===== config.mk =====
export PLATFORM = sky130hd
export DESIGN_NAME = hex_display_n_flat
export DESIGN_NICKNAME = d
export VERILOG_FILES = /design/src/rtl/hex_display_n_if.sv /design/src/rtl/hex_display_n.sv /design/src/flat_wrapper.sv
export SDC_FILE = /design/constraint.sdc
export NUM_CORES = 1
export LEC_CHECK = 0
export CAP_MARGIN = 20
export CORE_UTILIZATION = 40
export CTS_CLUSTER_DIAMETER = 60
export CTS_CLUSTER_SIZE = 30
export DETAILED_ROUTE_END_ITERATION = 7
export DONT_BUFFER_PORTS = 1
export MAX_ROUTING_LAYER = met4
export PLACE_DENSITY = 0.52
export SLEW_MARGIN = 20
export SYNTH_ARGS = -nofsm -noshare
export SYNTH_HDL_FRONTEND = slang
export SYNTH_SLANG_ARGS = --single-unit

===== constraint.sdc =====
create_clock -name clk -period 3.5 [get_ports clk]
set_clock_uncertainty 0.2 [all_clocks]
set_input_delay 0.35 -clock clk [delete_from_list [all_inputs] [get_ports clk]]
set_output_delay 0.35 -clock clk [all_outputs]
set_load 0.05 [all_outputs]

===== src/rtl/hex_display_n_if.sv =====
// hex_display_n_if
//   Bundles the load/convert handshake and the segment bus of hex_display_n.
//   master : the datapath/debug side; drives load, value, lz_blank, blink_mask
//            and observes busy, done, segs.
//   slave  : the display driver itself.
//   Signals:
//     load        capture request, honoured only while busy=0
//     value       DIGITS*4 bits, digit k = value[4k+3:4k], digit 0 rightmost
//     lz_blank    blank leading zero digits, captured together with value
//     blink_mask  per-digit blink enable (only used by blink-enabled builds)
//     busy        conversion in progress
//     done        one-cycle pulse when segs is committed
//     segs        DIGITS*7 bits, digit k = segs[7k+6:7k], order {g,f,e,d,c,b,a}
interface hex_display_n_if #(
    parameter int DIGITS = 4
);
    logic                  load;
    logic [4*DIGITS-1:0]   value;
    logic                  lz_blank;
    logic [DIGITS-1:0]     blink_mask;
    logic                  busy;
    logic                  done;
    logic [7*DIGITS-1:0]   segs;

    modport master (
        output load, value, lz_blank, blink_mask,
        input  busy, done, segs
    );

    modport slave (
        input  load, value, lz_blank, blink_mask,
        output busy, done, segs
    );
endinterface


===== src/rtl/hex_display_n.sv =====
// hex_display_n
//   N-digit hex to 7-segment driver. A load captures the whole value, the
//   digits are decoded one per cycle starting with the most significant one,
//   and all digits are committed to the output register in a single cycle so
//   the display never shows a half-updated number.
//   Ports:
//     clk   single clock, all state changes on posedge
//     rst   synchronous reset, active-high
//     bus   hex_display_n_if.slave (load/value/lz_blank/blink_mask in,
//           busy/done/segs out)
//   Optional feature: define HEX_DISPLAY_BLINK_EN to build a blink divider
//   that blanks the digits selected by blink_mask every other BLINK_DIV
//   cycles. Without it blink_mask is ignored and segs is the committed value.
//
//   state      | meaning
//   -----------+----------------------------------------------------------
//   ST_IDLE    | waiting for load; segs holds the last committed value
//   ST_CONVERT | decoding digit idx into the work buffer, MSD first
//   ST_COMMIT  | copying the work buffer to segs, pulsing done
module hex_display_n #(
    parameter int DIGITS         = 4,
    parameter bit SEG_ACTIVE_LOW = 1'b1,
    parameter int BLINK_DIV      = 25_000_000
) (
    input  logic            clk,
    input  logic            rst,
    hex_display_n_if.slave  bus
);
    localparam int IDX_W = (DIGITS > 1) ? $clog2(DIGITS) : 1;
    localparam logic [IDX_W-1:0] IDX_LAST = IDX_W'(DIGITS - 1);
    localparam logic [IDX_W-1:0] IDX_ONE  = IDX_W'(1);
    localparam logic [6:0]       BLANK    = SEG_ACTIVE_LOW ? 7'h7F : 7'h00;

    typedef enum logic [1:0] {
        ST_IDLE,
        ST_CONVERT,
        ST_COMMIT
    } state_t;

    function automatic logic [6:0] decode(input logic [3:0] n);
        logic [6:0] s;
        case (n)
            4'h0:    s = 7'b1000000;
            4'h1:    s = 7'b1111001;
            4'h2:    s = 7'b0100100;
            4'h3:    s = 7'b0110000;
            4'h4:    s = 7'b0011001;
            4'h5:    s = 7'b0010010;
            4'h6:    s = 7'b0000010;
            4'h7:    s = 7'b1111000;
            4'h8:    s = 7'b0000000;
            4'h9:    s = 7'b0010000;
            4'hA:    s = 7'b0001000;
            4'hB:    s = 7'b0000011;
            4'hC:    s = 7'b1000110;
            4'hD:    s = 7'b0100001;
            4'hE:    s = 7'b0000110;
            default: s = 7'b0001110;
        endcase
        return SEG_ACTIVE_LOW ? s : ~s;
    endfunction

    state_t              state_q, state_d;
    logic [IDX_W-1:0]    idx_q, idx_d;
    logic                lead_q, lead_d;
    logic [3:0]          shadow_q [DIGITS];
    logic [3:0]          shadow_d [DIGITS];
    logic [6:0]          work_q [DIGITS];
    logic [6:0]          work_d [DIGITS];
    logic [7*DIGITS-1:0] segs_q, segs_d;
    logic                done_q, done_d;
    logic [3:0]          nibble;

    always_comb begin
        state_d  = state_q;
        idx_d    = idx_q;
        lead_d   = lead_q;
        shadow_d = shadow_q;
        work_d   = work_q;
        segs_d   = segs_q;
        done_d   = 1'b0;
        nibble   = shadow_q[idx_q];

        case (state_q)
            ST_IDLE: begin
                if (bus.load) begin
                    for (int k = 0; k < DIGITS; k++) begin
                        shadow_d[k] = bus.value[4*k +: 4];
                    end
                    idx_d   = IDX_LAST;
                    lead_d  = bus.lz_blank;
                    state_d = ST_CONVERT;
                end
            end
            ST_CONVERT: begin
                // Digit 0 always decodes, so an all-zero value still shows "0".
                if (lead_q && (nibble == 4'h0) && (idx_q != '0)) begin
                    work_d[idx_q] = BLANK;
                end else begin
                    work_d[idx_q] = decode(nibble);
                    lead_d        = 1'b0;
                end
                if (idx_q == '0) begin
                    state_d = ST_COMMIT;
                end else begin
                    idx_d = idx_q - IDX_ONE;
                end
            end
            ST_COMMIT: begin
                for (int k = 0; k < DIGITS; k++) begin
                    segs_d[7*k +: 7] = work_q[k];
                end
                done_d  = 1'b1;
                state_d = ST_IDLE;
            end
            default: state_d = ST_IDLE;
        endcase
    end

    always_ff @(posedge clk) begin
        if (rst) begin
            state_q <= ST_IDLE;
            idx_q   <= '0;
            lead_q  <= 1'b0;
            segs_q  <= {DIGITS{BLANK}};
            done_q  <= 1'b0;
            for (int k = 0; k < DIGITS; k++) begin
                shadow_q[k] <= 4'h0;
                work_q[k]   <= BLANK;
            end
        end else begin
            state_q  <= state_d;
            idx_q    <= idx_d;
            lead_q   <= lead_d;
            segs_q   <= segs_d;
            done_q   <= done_d;
            shadow_q <= shadow_d;
            work_q   <= work_d;
        end
    end

    logic [7*DIGITS-1:0] segs_out;

`ifdef HEX_DISPLAY_BLINK_EN
    localparam int CNT_W = (BLINK_DIV > 1) ? $clog2(BLINK_DIV) : 1;
    localparam logic [CNT_W-1:0] CNT_LAST = CNT_W'(BLINK_DIV - 1);
    localparam logic [CNT_W-1:0] CNT_ONE  = CNT_W'(1);

    logic [CNT_W-1:0] cnt_q, cnt_d;
    logic             phase_q, phase_d;

    always_comb begin
        cnt_d   = cnt_q + CNT_ONE;
        phase_d = phase_q;
        if (cnt_q == CNT_LAST) begin
            cnt_d   = '0;
            phase_d = ~phase_q;
        end
    end

    always_ff @(posedge clk) begin
        if (rst) begin
            cnt_q   <= '0;
            phase_q <= 1'b0;
        end else begin
            cnt_q   <= cnt_d;
            phase_q <= phase_d;
        end
    end

    // Gating sits after the committed register so mask changes show at once.
    always_comb begin
        segs_out = segs_q;
        for (int k = 0; k < DIGITS; k++) begin
            if (phase_q && bus.blink_mask[k]) begin
                segs_out[7*k +: 7] = BLANK;
            end
        end
    end
`else
    logic unused_blink_mask;
    assign unused_blink_mask = ^bus.blink_mask;

    always_comb begin
        segs_out = segs_q;
    end
`endif

    assign bus.segs = segs_out;
    assign bus.busy = (state_q != ST_IDLE);
    assign bus.done = done_q;
endmodule


===== src/flat_wrapper.sv =====
// flat-port wrapper written by rule: the top's interface ports become plain ports
module hex_display_n_flat 
#(
    parameter int DIGITS         = 4,
    parameter bit SEG_ACTIVE_LOW = 1'b1,
    parameter int BLINK_DIV      = 25_000_000
)
  (clk, rst, bus_load, bus_value, bus_lz_blank, bus_blink_mask, bus_busy, bus_done, bus_segs);
  hex_display_n_if #(.DIGITS(DIGITS)) bus_i ();
  input  logic clk;
  input  logic rst;
  input wire logic [$bits(bus_i.load)-1:0] bus_load;
  input wire logic [$bits(bus_i.value)-1:0] bus_value;
  input wire logic [$bits(bus_i.lz_blank)-1:0] bus_lz_blank;
  input wire logic [$bits(bus_i.blink_mask)-1:0] bus_blink_mask;
  output wire logic [$bits(bus_i.busy)-1:0] bus_busy;
  output wire logic [$bits(bus_i.done)-1:0] bus_done;
  output wire logic [$bits(bus_i.segs)-1:0] bus_segs;
  assign bus_i.load = bus_load;
  assign bus_i.value = bus_value;
  assign bus_i.lz_blank = bus_lz_blank;
  assign bus_i.blink_mask = bus_blink_mask;
  assign bus_busy = bus_i.busy;
  assign bus_done = bus_i.done;
  assign bus_segs = bus_i.segs;
  hex_display_n #(.DIGITS(DIGITS), .SEG_ACTIVE_LOW(SEG_ACTIVE_LOW), .BLINK_DIV(BLINK_DIV)) u_core (.clk(clk), .rst(rst), .bus(bus_i));
endmodule

; Word level (Yosys, flattened, before mapping)
; Memory sizes are Yosys's and may differ from the RTL's.
; Index checks and enable logic that the tools add are counted.
[totals]
regBits = 78
output_inout_bits = 30
mem_count = 1
in_bits = 24
mem_bits_ro = 112
word_cells = 57
[memory_table]
columns = memory, words, width, rd, rd_clocked_by_memory_dff, wr, line_no
row1 = (no name shown), 16, 7, 1, 0, 0, hex_display_n.sv:42  ; case (n)
[op_classes]
reduce_logical = 13
mux = 19
n_addsub = 1
n_lt_le_gt_ge = 2
n_bitwise = 2
eq_ne = 6
[ops]
columns = operator, n
row1 = 28-bit bitwise mux, 1
row2 = 28-bit two-way mux, 1
row3 = 28-bit bitwise OR, 1
row4 = 7-bit two-way mux, 3
row5 = 7-bit demux with 2-bit select, 1
row6 = 4-bit binary-select mux with 2-bit select, 1
row7 = 2-bit two-way mux, 4
row8 = 4-bit two-way mux, 2
row9 = 2-bit case mux with 2 select lines, 2
row10 = 2-bit != test (second input constant), 3
row11 = 3-bit AND reduction, 2
row12 = 2-bit nonzero test, 3
row13 = 2-bit zero test, 2
row14 = 4-bit zero test, 1
row15 = 2-bit AND reduction, 2
row16 = 3-bit >= comparator (second input constant), 1
row17 = 1-bit logical AND, 3
row18 = 3-bit by 1-bit less-than comparator with 1-bit output (second input constant), 1
row19 = 1-bit two-way mux, 3
row20 = 2-bit NOT with 3-bit output, 1
row21 = 2-bit by 1-bit == test with 1-bit output (second input constant), 1
row22 = 2-bit == test (second input constant), 1
row23 = 2-bit by 1-bit != test with 1-bit output (second input constant), 1
row24 = 1-bit case mux with 2 select lines, 1
row25 = 2-bit by 1-bit subtractor with 2-bit output (second input constant), 1

; Depth between registers and ports, before layout
[depth]
depth_word = 11
ltp_mapped = 9
depth_no_buf = 8

; Worst setup path before layout
; Ideal clock, no wire load.
[synth_timing]
path_kind = reg-to-reg
startpoint = register u_core.idx_q[0]
endpoint = register u_core.work_q[10] (netlist bit)
path_stages_with_launch = 10
arrival_ns = 2.164
setup_ns = 0.131
n_path_buf = 1
synth_period_minus_slack_ns = 2.495
slack_ns = 1.005
required_time_ns = 3.169
cell_sequence = dfxtp_1 > buf_4 > mux4_2 > inv_1 > ha_1 > nand2_1 > nor4_4 > a21oi_2 > nor4_4 > a2bb2oi_1
[synth_between]
elab_chain_cells = 9
elab_cells_between_ends = 19
classes_between = order compare: 2 / mux: 9 / bitwise: 2 / reduce/logical: 5 / memory: 1
[synth_lines]
columns = element, line_no
row1 = from (decl), hex_display_n.sv:64  ; logic [IDX_W-1:0] idx_q, idx_d;
row2 = from (signal assigned), hex_display_n.sv:133  ; idx_q <= idx_d;
row3 = 2-bit NOT with 3-bit output (not written as such), "hex_display_n.sv:82, hex_display_n.sv:98, hex_display_n.sv:100"
row4 = 4-bit binary-select mux with 2-bit select, hex_display_n.sv:82  ; nibble = shadow_q[idx_q];
row5 = 4-bit two-way mux (not written as such) (2 in series), hex_display_n.sv:82
row6 = memory read 16 x 7 bit, n/a
row7 = 7-bit two-way mux, hex_display_n.sv:97  ; if (lead_q && (nibble == 4'h0) && (idx_q != '0)) begin
row8 = 7-bit two-way mux, hex_display_n.sv:84  ; case (state_q)
row9 = 28-bit bitwise mux, hex_display_n.sv:100  ; work_d[idx_q] = decode(nibble);
row10 = 28-bit two-way mux (*), hex_display_n.sv:97
row11 = to (signal assigned), hex_display_n.sv:138  ; work_q <= work_d;
row12 = to (decl), hex_display_n.sv:68  ; logic [6:0] work_q [DIGITS];
; Every way passes the cells marked *; elsewhere a longest branch is shown, timed or not. The select of a mux whose other input is x is not followed.
; A chain may end at the register's enable or synchronous reset.

; Worst setup path after layout
[layout_timing]
startpoint = register u_core.idx_q[1]
endpoint = register u_core.work_q[4] (netlist bit)
; Same word-level chain as after synthesis.

==> summary.md <==
| Metric | Value |
|---|---|
| First-pass GRT wire length | `12.0 mm` |
| Fin crit period | `2730 ps` |
| Core footprint | `8180 µm²` |
| CP Max Fanout | `11` |
| ANT nets after route | `0` |
| Distinct cells, synth | `40` |
| Detailed Route WL | `7.04 mm` |
| Mapped Cells | `353` |
| Crit Path Class | `flip-flop to flip-flop` |
| Setup repair bufs after CTS | `0` |
| Post-Place Cells | `441` |
| Clock Path Buffers | `2` |
| DP Worst Slack | `764 ps` |
| Synthesized flop and latch total | `78` |
| Peak VDD IR | `0.000197 V` |
| Area contributors post-synth | `dfxtp_1 47%, nand2_1 10%, mux2i_1 9.3%` |
| Non-Filler Instances | `475` |
| Post-synth top area share | `46.6%` |
| Die area | `8750 µm²` |
| Most frequent cell on the critical path | `nand2_1` |
| Setup TNS | `0 ps` |
| Final hold viol count | `0` |
| Total leakage power | `1.34 nW` |
| Clock-pin slew on the worst setup and hold paths | `80 ps` |
| Ys Warns | `0` |
| RSZ-0062 raised after global routing | `no` |
| Total track usage | `18.5%` |
| Area delta synth->final | `13.0%` |
| Post-synthesis sequential area ratio | `46.6%` |
| Most frequent cells in the layout | `90 x nand2_1, 78 x dfxtp_1, 31 x mux2i_1, 23 x a21oi_1, 18 x dlygate4sd3_1` |
| Crit-path cells | `mux4_2 > inv_1 > ha_1 > nand2_1 > nor4_4 > nand2b_1 > o22ai_1 > nand2_1` |
| WP buf/inv | `1` |
| Slew headroom | `29.5%` |
| Worst path top cell family by delay | `simple AND/OR/NAND/NOR gates` |
| Worst Path Arrival | `2810 ps` |
| CP Depth | `8` |
| Power per Cell Area | `512 nW/µm²` |
| H-tree depth | `3` |
| Avg Inst Size Synth | `9.49 µm²` |
| Fin. max-slew vios | `0` |
| Starting Density | `41.0%` |
| Largest area contributor in the netlist | `dfxtp_1` |
| Net Count, Synth | `387` |
| Io pins | `54` |
| CTS tree | `built` |
| Worst path slowest cell | `dfxtp_1` |
| Hold EP | `u_core.work_q[10]` |
| Gpl congestion | `0.795` |
| Fmax | `0.367 GHz` |
| CTS root buffer | `clkbuf_8` |
| Max_cap viols | `0` |
| FP Rows | `33` |
| I/O Buffers | `0` |
| Leading cell type in the layout, fill and taps excluded | `nand2_1` |
| Worst-Margin Slew | `1060 ps` |
| Async SR Flop Fraction | `0%` |
| Die height | `93.5 µm` |
| CP endpoint kind | `flip-flop` |
| Nets | `399` |
| Final worst-path cycle share | `78.0%` |
| DRC errors left | `0` |
| Vias per cell | `5.04` |
| Starting DRT DRC Count | `133` |
| Fillers | `812` |
| Status | `completed` |
| Worst reg2reg endpoint | `u_core.work_q[4]` |
| FF-to-FF path depth | `8` |
| GRT overflow | `0` |
| Final setup viols | `0` |
| Vias in the first global route | `2,417` |
| Routed wire per std cell | `14.8 µm` |
| Crit-path max cell delay | `630 ps` |
| Setup slack after layout | `772 ps` |
| Mapped Area | `3350 µm²` |
| # clock sinks | `78` |
| Worst endpoint required time | `3580 ps` |
| Crit start category | `flip-flop` |
| Die X-Extent | `93.5 µm` |
| Reg2reg start | `u_core.idx_q[1]` |
| DR vias | `2,396` |
| Clock insertion delay at the later pin of the skew report | `350 ps` |
| EDFF count, synth | `0` |
| Share of cells above drive strength 1 | `10.5%` |
| # diodes | `0` |
| Antenna violations before repair | `0` |
| FF-to-FF setup slack | `770 ps` |
| Detailed placement HPWL | `4.77 mm` |
| Hold_sp | `rst` |
| Finished Core Util | `46.3%` |
| Largest net degree at the start of global routing | `34` |
| Pre-antenna DRT Iters | `4` |
| Main flop type after synthesis | `dfxtp_1` |
| WHS Path Cells | `2` |
| Cts bufs inserted | `9` |
| Hold Path Class | `primary input to flip-flop` |
cells by family after synthesis:
logic type | after synthesis | synth area share, %
AOI/OAI and AO/OA | 64 | 12.9
xor gates and xnor gates | 1 | 0.261
adders and majority gates | 10 | 3.73
buffers and inverters | 32 | 4.41
DFF | 78 | 46.6
muxes | 40 | 14.3
and+or+nand+nor | 128 | 17.8
timing repair:
item,in CTS,in global routing
endpoints found under the hold margin,21,0
hold buffers,18,0
gates resized for setup,0,0
area by class of cell:
type                       instances  area, µm²  share of cell area (%)
multi-input combinational        243       1650                    43.6
sequential                        78       1560                    41.2
timing repair buffer              23        218                    5.75
tap                              105        131                    3.47
clock buffer                      10        128                    3.37
clock inverter                     6       61.3                    1.62
inverter                          10       37.5                   0.991
metrics by stage:
| stage | hold WS, ps | total power [mW] | instance area, µm² |
|---|---|---|---|
| 6_report | 11.8 | 1.94 | 3790 |
| 3_3_place_gp | 227 | 1.28 | 3420 |
| 4_1_cts | 2.39 | 1.97 | 3790 |
| 2_1_floorplan | 233 | 1.22 | 3350 |
| 3_5_place_dp | 228 | 1.28 | 3420 |
| 5_1_grt | 3.06 | 2.04 | 3790 |
state kept, by name, indices dropped and copies added, names as in the netlist:
signal	flops
u_core.work_q	28
u_core.shadow_q	16
u_core.bus.segs	28
u_core.idx_q	2
u_core.lead_q	1
u_core.bus.done	1
u_core.state_q	2
how the worst max path moves through the flow:
stage	from	endpoint	slack [ps]
floorplan	u_core.idx_q[0]	u_core.work_q[10]	1010
global placement	u_core.idx_q[1]	u_core.work_q[4]	770
detailed placement	u_core.idx_q[1]	u_core.work_q[4]	760
CTS	u_core.idx_q[1]	u_core.work_q[13]	750
global route	u_core.idx_q[1]	u_core.work_q[11]	550
finish	u_core.idx_q[1]	u_core.work_q[4]	770
power breakdown:
| part | internal, mW | switching, mW | leakage (nW) |
|---|---|---|---|
| Combinational | 0.127 | 0.185 | 0.608 |
| Sequential | 0.927 | 0.0389 | 0.636 |
| Clock | 0.328 | 0.333 | 0.0964 |
cells in the mapped netlist (all sizes together) (2+ instances only):
master	number
nand2b	9
o21ai	9
nand3	8
nor4	3
nor3	2
a2bb2oi	14
buf	9
o22ai	9
nor2	8
mux2	3
nor2b	3
mux4	6
a21oi	24
clkbuf	13
mux2i	31
ha	10
dfxtp	78
nand2	90
inv	9
o32ai	2
and2	3
routing by layer:
| metal | up-vias | track usage [%] | wire length, µm |
|---|---|---|---|
| met2 | 42 | 28.7 | 3250 |
| met3 | 11 | 5.12 | 313 |
| met5 | - | - | 0 |
| met4 | 0 | 7.95 | 121 |
| li1 | 1241 | - | - |
| met1 | 1102 | 22.5 | 3350 |
(Power assumes the default switching activity.)
